==> src/rtl/display_arb_pkg.sv <==
`default_nettype none
// ---------------------------------------------------------------------------
// display_arb_pkg : shared types and constants for the 7-segment arbiter
// Revision 1.0
// ---------------------------------------------------------------------------
package display_arb_pkg;

  typedef enum logic [1:0] {
    IDLE = 2'd0,
    HOLD = 2'd1,
    GAP  = 2'd2
  } arb_state_e;

  localparam int DIGIT_W    = 4;
  localparam int CNT_W      = 24;
  localparam int HOLD_SHIFT = 10;

  // Nonzero selector scales by 2^HOLD_SHIFT; zero falls back to the default dwell.
  function automatic logic [CNT_W-1:0] dwell_limit(input logic [7:0]       sel,
                                                   input logic [CNT_W-1:0] dflt);
    if (sel != 8'd0)
      return {{(CNT_W-8-HOLD_SHIFT){1'b0}}, sel, {HOLD_SHIFT{1'b0}}};
    return dflt;
  endfunction

endpackage
`default_nettype wire

==> src/rtl/seg_display_arbiter_picker.sv <==
`default_nettype none
// ---------------------------------------------------------------------------
// rr_priority_picker : first active request at or after ptr, searching cyclically
// Revision 1.0
// ---------------------------------------------------------------------------
module rr_priority_picker #(
  parameter int NUM_REQ = 4,
  parameter int IDX_W   = 2
) (
  input  logic [NUM_REQ-1:0] req,
  input  logic [IDX_W-1:0]   ptr,
  output logic [NUM_REQ-1:0] onehot,
  output logic [IDX_W-1:0]   idx,
  output logic               valid
);

  int               j;
  logic [IDX_W-1:0] j_idx;

  always_comb begin
    onehot = '0;
    idx    = '0;
    valid  = 1'b0;
    j      = 0;
    j_idx  = '0;
    for (int k = 0; k < NUM_REQ; k++) begin
      j = int'(ptr) + k;
      if (j >= NUM_REQ) j = j - NUM_REQ;
      j_idx = IDX_W'(j);
      if (!valid && req[j_idx]) begin
        valid         = 1'b1;
        onehot[j_idx] = 1'b1;
        idx           = j_idx;
      end
    end
  end

endmodule
`default_nettype wire

==> src/rtl/seg_display_arbiter.sv <==
`default_nettype none
// ---------------------------------------------------------------------------
// seg_display_arbiter : round-robin sharing of one 7-segment digit with dwell + gap
// Revision 1.0
// ---------------------------------------------------------------------------
module seg_display_arbiter
  import display_arb_pkg::*;
#(
  parameter int          NUM_REQ     = 4,
  parameter logic [23:0] HOLD_CYCLES = 24'd10_000_000,
  parameter logic [23:0] GAP_CYCLES  = 24'd100_000
) (
  input  logic                       clk,
  input  logic                       reset,
  input  logic [NUM_REQ-1:0]         req,
  input  logic [DIGIT_W*NUM_REQ-1:0] req_digit,
  input  logic [7:0]                 hold_sel,
  output logic [NUM_REQ-1:0]         grant,
  output logic [NUM_REQ-1:0]         done,
  output logic [DIGIT_W-1:0]         disp_digit,
  output logic                       disp_blank,
  output logic                       busy
);

  localparam int IDX_W = $clog2(NUM_REQ);

  arb_state_e         state_q, state_d;
  logic [NUM_REQ-1:0] grant_q, grant_d;
  logic [NUM_REQ-1:0] done_q, done_d;
  logic [DIGIT_W-1:0] digit_q, digit_d;
  logic               blank_q, blank_d;
  logic [IDX_W-1:0]   ptr_q, ptr_d;
  logic [IDX_W-1:0]   owner_q, owner_d;
  logic [CNT_W-1:0]   cnt_q, cnt_d;
  logic [CNT_W-1:0]   limit_q, limit_d;

  logic [NUM_REQ-1:0] pick_onehot;
  logic [IDX_W-1:0]   pick_idx;
  logic               pick_valid;
  logic [DIGIT_W-1:0] owner_digit;
  logic [IDX_W-1:0]   ptr_after_owner;

  rr_priority_picker #(
    .NUM_REQ (NUM_REQ),
    .IDX_W   (IDX_W)
  ) u_picker (
    .req    (req),
    .ptr    (ptr_q),
    .onehot (pick_onehot),
    .idx    (pick_idx),
    .valid  (pick_valid)
  );

  always_comb begin
    owner_digit = '0;
    for (int i = 0; i < NUM_REQ; i++) begin
      if (owner_q == IDX_W'(i)) owner_digit = req_digit[i*DIGIT_W +: DIGIT_W];
    end
  end

  assign ptr_after_owner = (owner_q == IDX_W'(NUM_REQ - 1)) ? '0 : owner_q + IDX_W'(1);

  always_comb begin
    state_d = state_q;
    grant_d = grant_q;
    done_d  = '0;
    digit_d = digit_q;
    blank_d = blank_q;
    ptr_d   = ptr_q;
    owner_d = owner_q;
    cnt_d   = cnt_q;
    limit_d = limit_q;

    unique case (state_q)
      IDLE: begin
        if (pick_valid) begin
          state_d = HOLD;
          grant_d = pick_onehot;
          owner_d = pick_idx;
          cnt_d   = '0;
          limit_d = dwell_limit(hold_sel, HOLD_CYCLES);
          blank_d = 1'b0;
        end
      end
      HOLD: begin
        // Expiry takes precedence so a release on the last cycle still earns done.
        if (cnt_q == limit_q || !req[owner_q]) begin
          if (cnt_q == limit_q) done_d = grant_q;
          state_d = (GAP_CYCLES == '0) ? IDLE : GAP;
          grant_d = '0;
          blank_d = 1'b1;
          cnt_d   = '0;
          ptr_d   = ptr_after_owner;
        end else begin
          cnt_d   = cnt_q + CNT_W'(1);
          digit_d = owner_digit;
        end
      end
      GAP: begin
        if (cnt_q == GAP_CYCLES - 24'd1) begin
          state_d = IDLE;
          cnt_d   = '0;
        end else begin
          cnt_d = cnt_q + CNT_W'(1);
        end
      end
      default: begin
        state_d = IDLE;
        grant_d = '0;
        blank_d = 1'b1;
        cnt_d   = '0;
      end
    endcase
  end

  always_ff @(posedge clk) begin
    if (reset) begin
      state_q <= IDLE;
      grant_q <= '0;
      done_q  <= '0;
      digit_q <= '0;
      blank_q <= 1'b1;
      ptr_q   <= '0;
      owner_q <= '0;
      cnt_q   <= '0;
      limit_q <= '0;
    end else begin
      state_q <= state_d;
      grant_q <= grant_d;
      done_q  <= done_d;
      digit_q <= digit_d;
      blank_q <= blank_d;
      ptr_q   <= ptr_d;
      owner_q <= owner_d;
      cnt_q   <= cnt_d;
      limit_q <= limit_d;
    end
  end

  assign grant      = grant_q;
  assign done       = done_q;
  assign disp_digit = digit_q;
  assign disp_blank = blank_q;
  assign busy       = (state_q != IDLE);

endmodule
`default_nettype wire

==> config.mk <==
export PLATFORM = sky130hd
export DESIGN_NAME = seg_display_arbiter
export DESIGN_NICKNAME = d
export VERILOG_FILES = /design/src/rtl/display_arb_pkg.sv /design/src/rtl/seg_display_arbiter_picker.sv /design/src/rtl/seg_display_arbiter.sv
export SDC_FILE = /design/constraint.sdc
export NUM_CORES = 1
export LEC_CHECK = 0
export ABC_AREA = 1
export CORE_ASPECT_RATIO = 1.75
export CORE_MARGIN = 2
export CORE_UTILIZATION = 30
export DETAILED_ROUTE_END_ITERATION = 16
export HOLD_SLACK_MARGIN = 0.12
export PLACE_DENSITY_LB_ADDON = 0.05
export SLEW_MARGIN = 20
export SYNTH_ARGS = -nofsm -noshare
export SYNTH_HDL_FRONTEND = slang
export SYNTH_SLANG_ARGS = --single-unit
==> constraint.sdc <==
create_clock -name clk -period 3.6 [get_ports clk]
set_clock_uncertainty 0.15 [all_clocks]
set_input_delay 0.72 -clock clk [delete_from_list [all_inputs] [get_ports clk]]
set_output_delay 0.72 -clock clk [all_outputs]
set_load 0.01 [all_outputs]
==> results.md <==
* Mapped Cells at 516
* Hold Path Sink: done[1]$_SDFF_PP0_
* Final estimated routing congestion in global placement at 0.861
* # H-tree levels at 2
* Sequential cell area at 1040 sq um
* Cell Chain, Critical Path: clkdlybuf4s50_1 -> nand2_1 -> o21ai_2 -> nand2_2 -> nand2_4 -> nor2_8 -> nand4_4 -> buf_4 -> nand2_2 -> xor2_1 -> nor2_1
* Switch share at 0.430
* Slew Limit Fails at 0
* Clk sinks at 52
* Yosys top cell by area: dfxtp_1
* Synthesized Nets at 563
* Clock edge transition at the registers on the reported setup and hold paths at 70 ps
* Crit path capture type: flip-flop
* Post-CTS sizing at 0
* Antenna-violating nets left at 0
* Gr ovfl total at 0
* Seq cells post-synth at 52
* Count leader, synth: nand2_1
* Final setup TNS at 0 ps
* Yosys top cell area share at 0.307
* Max Freq at 0.383 GHz
* Final setup viols at 0
* Sequential share of the synthesized area at 0.307
* Net switching power at 1.12 mW
* Worst flop-to-flop path endpoint: cnt_q[2]$_SDFFE_PP0P_
* Hold Path Class: flip-flop to flip-flop
* Commonest cells post-synth: nand2_1 (138), inv_1 (67), nor2_1 (61), dfxtp_1 (52), a21oi_1 (32)
* Layout cells sized above 1 at 0.0875
* Required @ worst endpoint at 3620 ps
* Synth top area cells: dfxtp_1 (31%), nand2_1 (15%), inv_1 (7.4%)
* Initial antenna violation count at 0
* Vias/cell at 4.84
* Worst-Skew Late Latency at 290 ps
* Highest ir drop seen on vdd at 445 uV
* Clock buffer depth at 2
* Yosys cell types at 34
* # IOs at 44
* WL/cell at 13.8 um
* Post-synthesis cell area at 3400 sq um
* Design area at 4100 sq um
* Final period util at 0.726
* DRC Markers at 0
* CTS Buf Count at 5
* Worst Path Arrival at 2630 ps
* Final layout net count at 608
* Seq pwr share at 0.296
* P per Cell Area at 635 nW/um^2
* Post-CTS Setup Bufs at 0
* Most frequent CP cell: nand2_2
* WHS Path Cells at 2
* Vias at 3350
* Outcome: finished clean
* Die area at 12200 sq um
* Max Cap Viol at 0
* # hold bufs at CTS at 0
* Syn_area_per_cell at 6.58 sq um
* First-pass GRT wire length at 15.5 mm
* # diodes at 0
* Vias in the first global route at 3315
* RSZ-0062 raised after global routing: no
* Worst Max-Slew Pin Slew at 557 ps
* Setup CP Type: input port to flip-flop
* Die H at 145 um
* Min Tclk post-route at 2610 ps
* Combinational Power Share at 0.500
* Initial core utilization at 0.306
* Rows at 51
* Largest net degree at the start of global routing at 21
* Final worst slack at 988 ps
* Gr usage total at 0.161
* Slowest-stage cell, CP: clkdlybuf4s50_1
* Critical Path Source Type: input port
* Number of I/O port buffers at 43
* Dpl ws at 672 ps
* Hold path start: grant[1]$_SDFFE_PP0P_
* Post-synth EDFFs at 0
* Async S/R FF share, synth at 0
* DP HPWL at 7.65 mm
* R2R cell count at 11
* Critical path's largest stage delay at 450 ps
* Area of the multi-input gates at 2000 sq um
* Fin. Hold Viols at 0
* Final WL at 9.52 mm
* Layout area overhead at 20.7%
* Core Box Area at 11100 sq um
* CTS tree: built
* Main synth FF type: dfxtp_1
* Fill cells at 1248
* Die Wd at 84.4 um
* WP depth at 11
* Critical R2R Launch: ptr_q[1]$_SDFFE_PP0P_
* Yosys Warn Count at 0
* Normalized max-slew margin at 0.625
* Clk pwr share at 0.204
* P_leak at 1.70 nW
* Worst-path fanout max at 19
* CP Buf/Inv Count at 2
* Placed cell areas at 3950 sq um
* R2R setup slack at 1050 ps
* Int Power at 1.48 mW
* Initial DRC Count at 162
* Delay-heaviest family, CP: simple AND/OR/NAND/NOR gates
* Root buf cell: clkbuf_16
* DR pass1 iterations at 4
worst reg2reg max path, stage by stage, from the launching register on:
cell and delay [ps]:
dfxtp_1 350, inv_1 150, ha_1 380, inv_1 100, nand2_2 80, nand2_2 100
nor2_8 160, nand4_4 300, buf_4 350, nand2_2 90, xor2_1 150, nor2_1 60
cell usage in the layout, fill, tap and decap left out, types with 2 or more instances in the layout:
cell               n
nand2_1          138
inv_1             67
nor2_1            61
dfxtp_1           52
clkdlybuf4s50_1   43
a21oi_1           32
o21ai_0           27
nand3_1           23
ha_1              17
nand4_1           16
nand2_2           15
xor2_1            10
nor4_1             6
inv_2              6
o21ai_1            6
nor3_1             5
clkbuf_16          5
buf_4              5
nand3_2            4
a21boi_0           4
o21ai_2            3
nand2_4            2
a21oi_2            2
o211ai_1           2
per-stage QoR:
step,utilization,power (mW),cells,hold WS (ps)
3_5_place_dp,0.355,2.10,686,286
4_1_cts,0.369,2.65,692,298
5_1_grt,0.369,2.84,692,335
3_3_place_gp,0.355,2.10,686,292
2_1_floorplan,-,1.75,516,293
6_report,0.369,2.60,692,300
power by group through the flow:
stage	registers, mW	clock network [mW]	logic (mW)
floorplan	0.790	0	0.955
global placement	0.783	0	1.32
detailed placement	0.783	0	1.32
CTS	0.772	0.550	1.33
global route	0.790	0.571	1.48
finish	0.770	0.532	1.30
cells by family after synthesis:
| logic type | count (synthesis) | share of synthesized area |
|---|---|---|
| and+or+nand+nor | 275 | 0.367 |
| buffers and inverters | 83 | 0.105 |
| AOI/OAI and AO/OA | 79 | 0.133 |
| DFF | 52 | 0.307 |
| adders and majority gates | 17 | 0.0626 |
| xor gates and xnor gates | 10 | 0.0258 |
registers in the layout, summed over array words and instances, names as in the netlist, 2 cells and up:
| signal | cells |
|---|---|
| cnt_q | 24 |
| disp_digit | 4 |
| done | 4 |
| grant | 4 |
| limit_q | 9 |
| owner_q | 2 |
| ptr_q | 2 |
| state_q | 2 |
layout make-up:
class | instances | area share
tap | 132 | 0.0403
inverter | 73 | 0.0668
multi-input combinational | 381 | 0.487
timing repair buffer | 48 | 0.114
sequential | 52 | 0.254
clock inverter | 1 | 0.00732
clock buffer | 5 | 0.0305
worst max-delay path by stage:
stage                                startpoint                        to  slack [ps]
after floorplan           ptr_q[1]$_SDFFE_PP0P_    cnt_q[11]$_SDFFE_PP0P_        1360
after global placement                   req[2]  limit_q[10]$_SDFFE_PP0P_         690
after detailed placement                 req[3]     cnt_q[1]$_SDFFE_PP0P_         670
after CTS                                req[3]     cnt_q[1]$_SDFFE_PP0P_         970
after global routing      ptr_q[1]$_SDFFE_PP0P_     cnt_q[7]$_SDFFE_PP0P_         810
final                                    req[3]     cnt_q[2]$_SDFFE_PP0P_         990
routing by layer:
metal / GRT usage / vias to the layer above / wire length, um
li1: - / 1741 / -
met3: 0.0170 / 18 / 194
met5: 0 / - / 0
met2: 0.332 / 52 / 5420
met4: 0.0844 / 0 / 341
met1: 0.151 / 1539 / 3560
No activity file was read; power rests on OpenSTA's default activity.
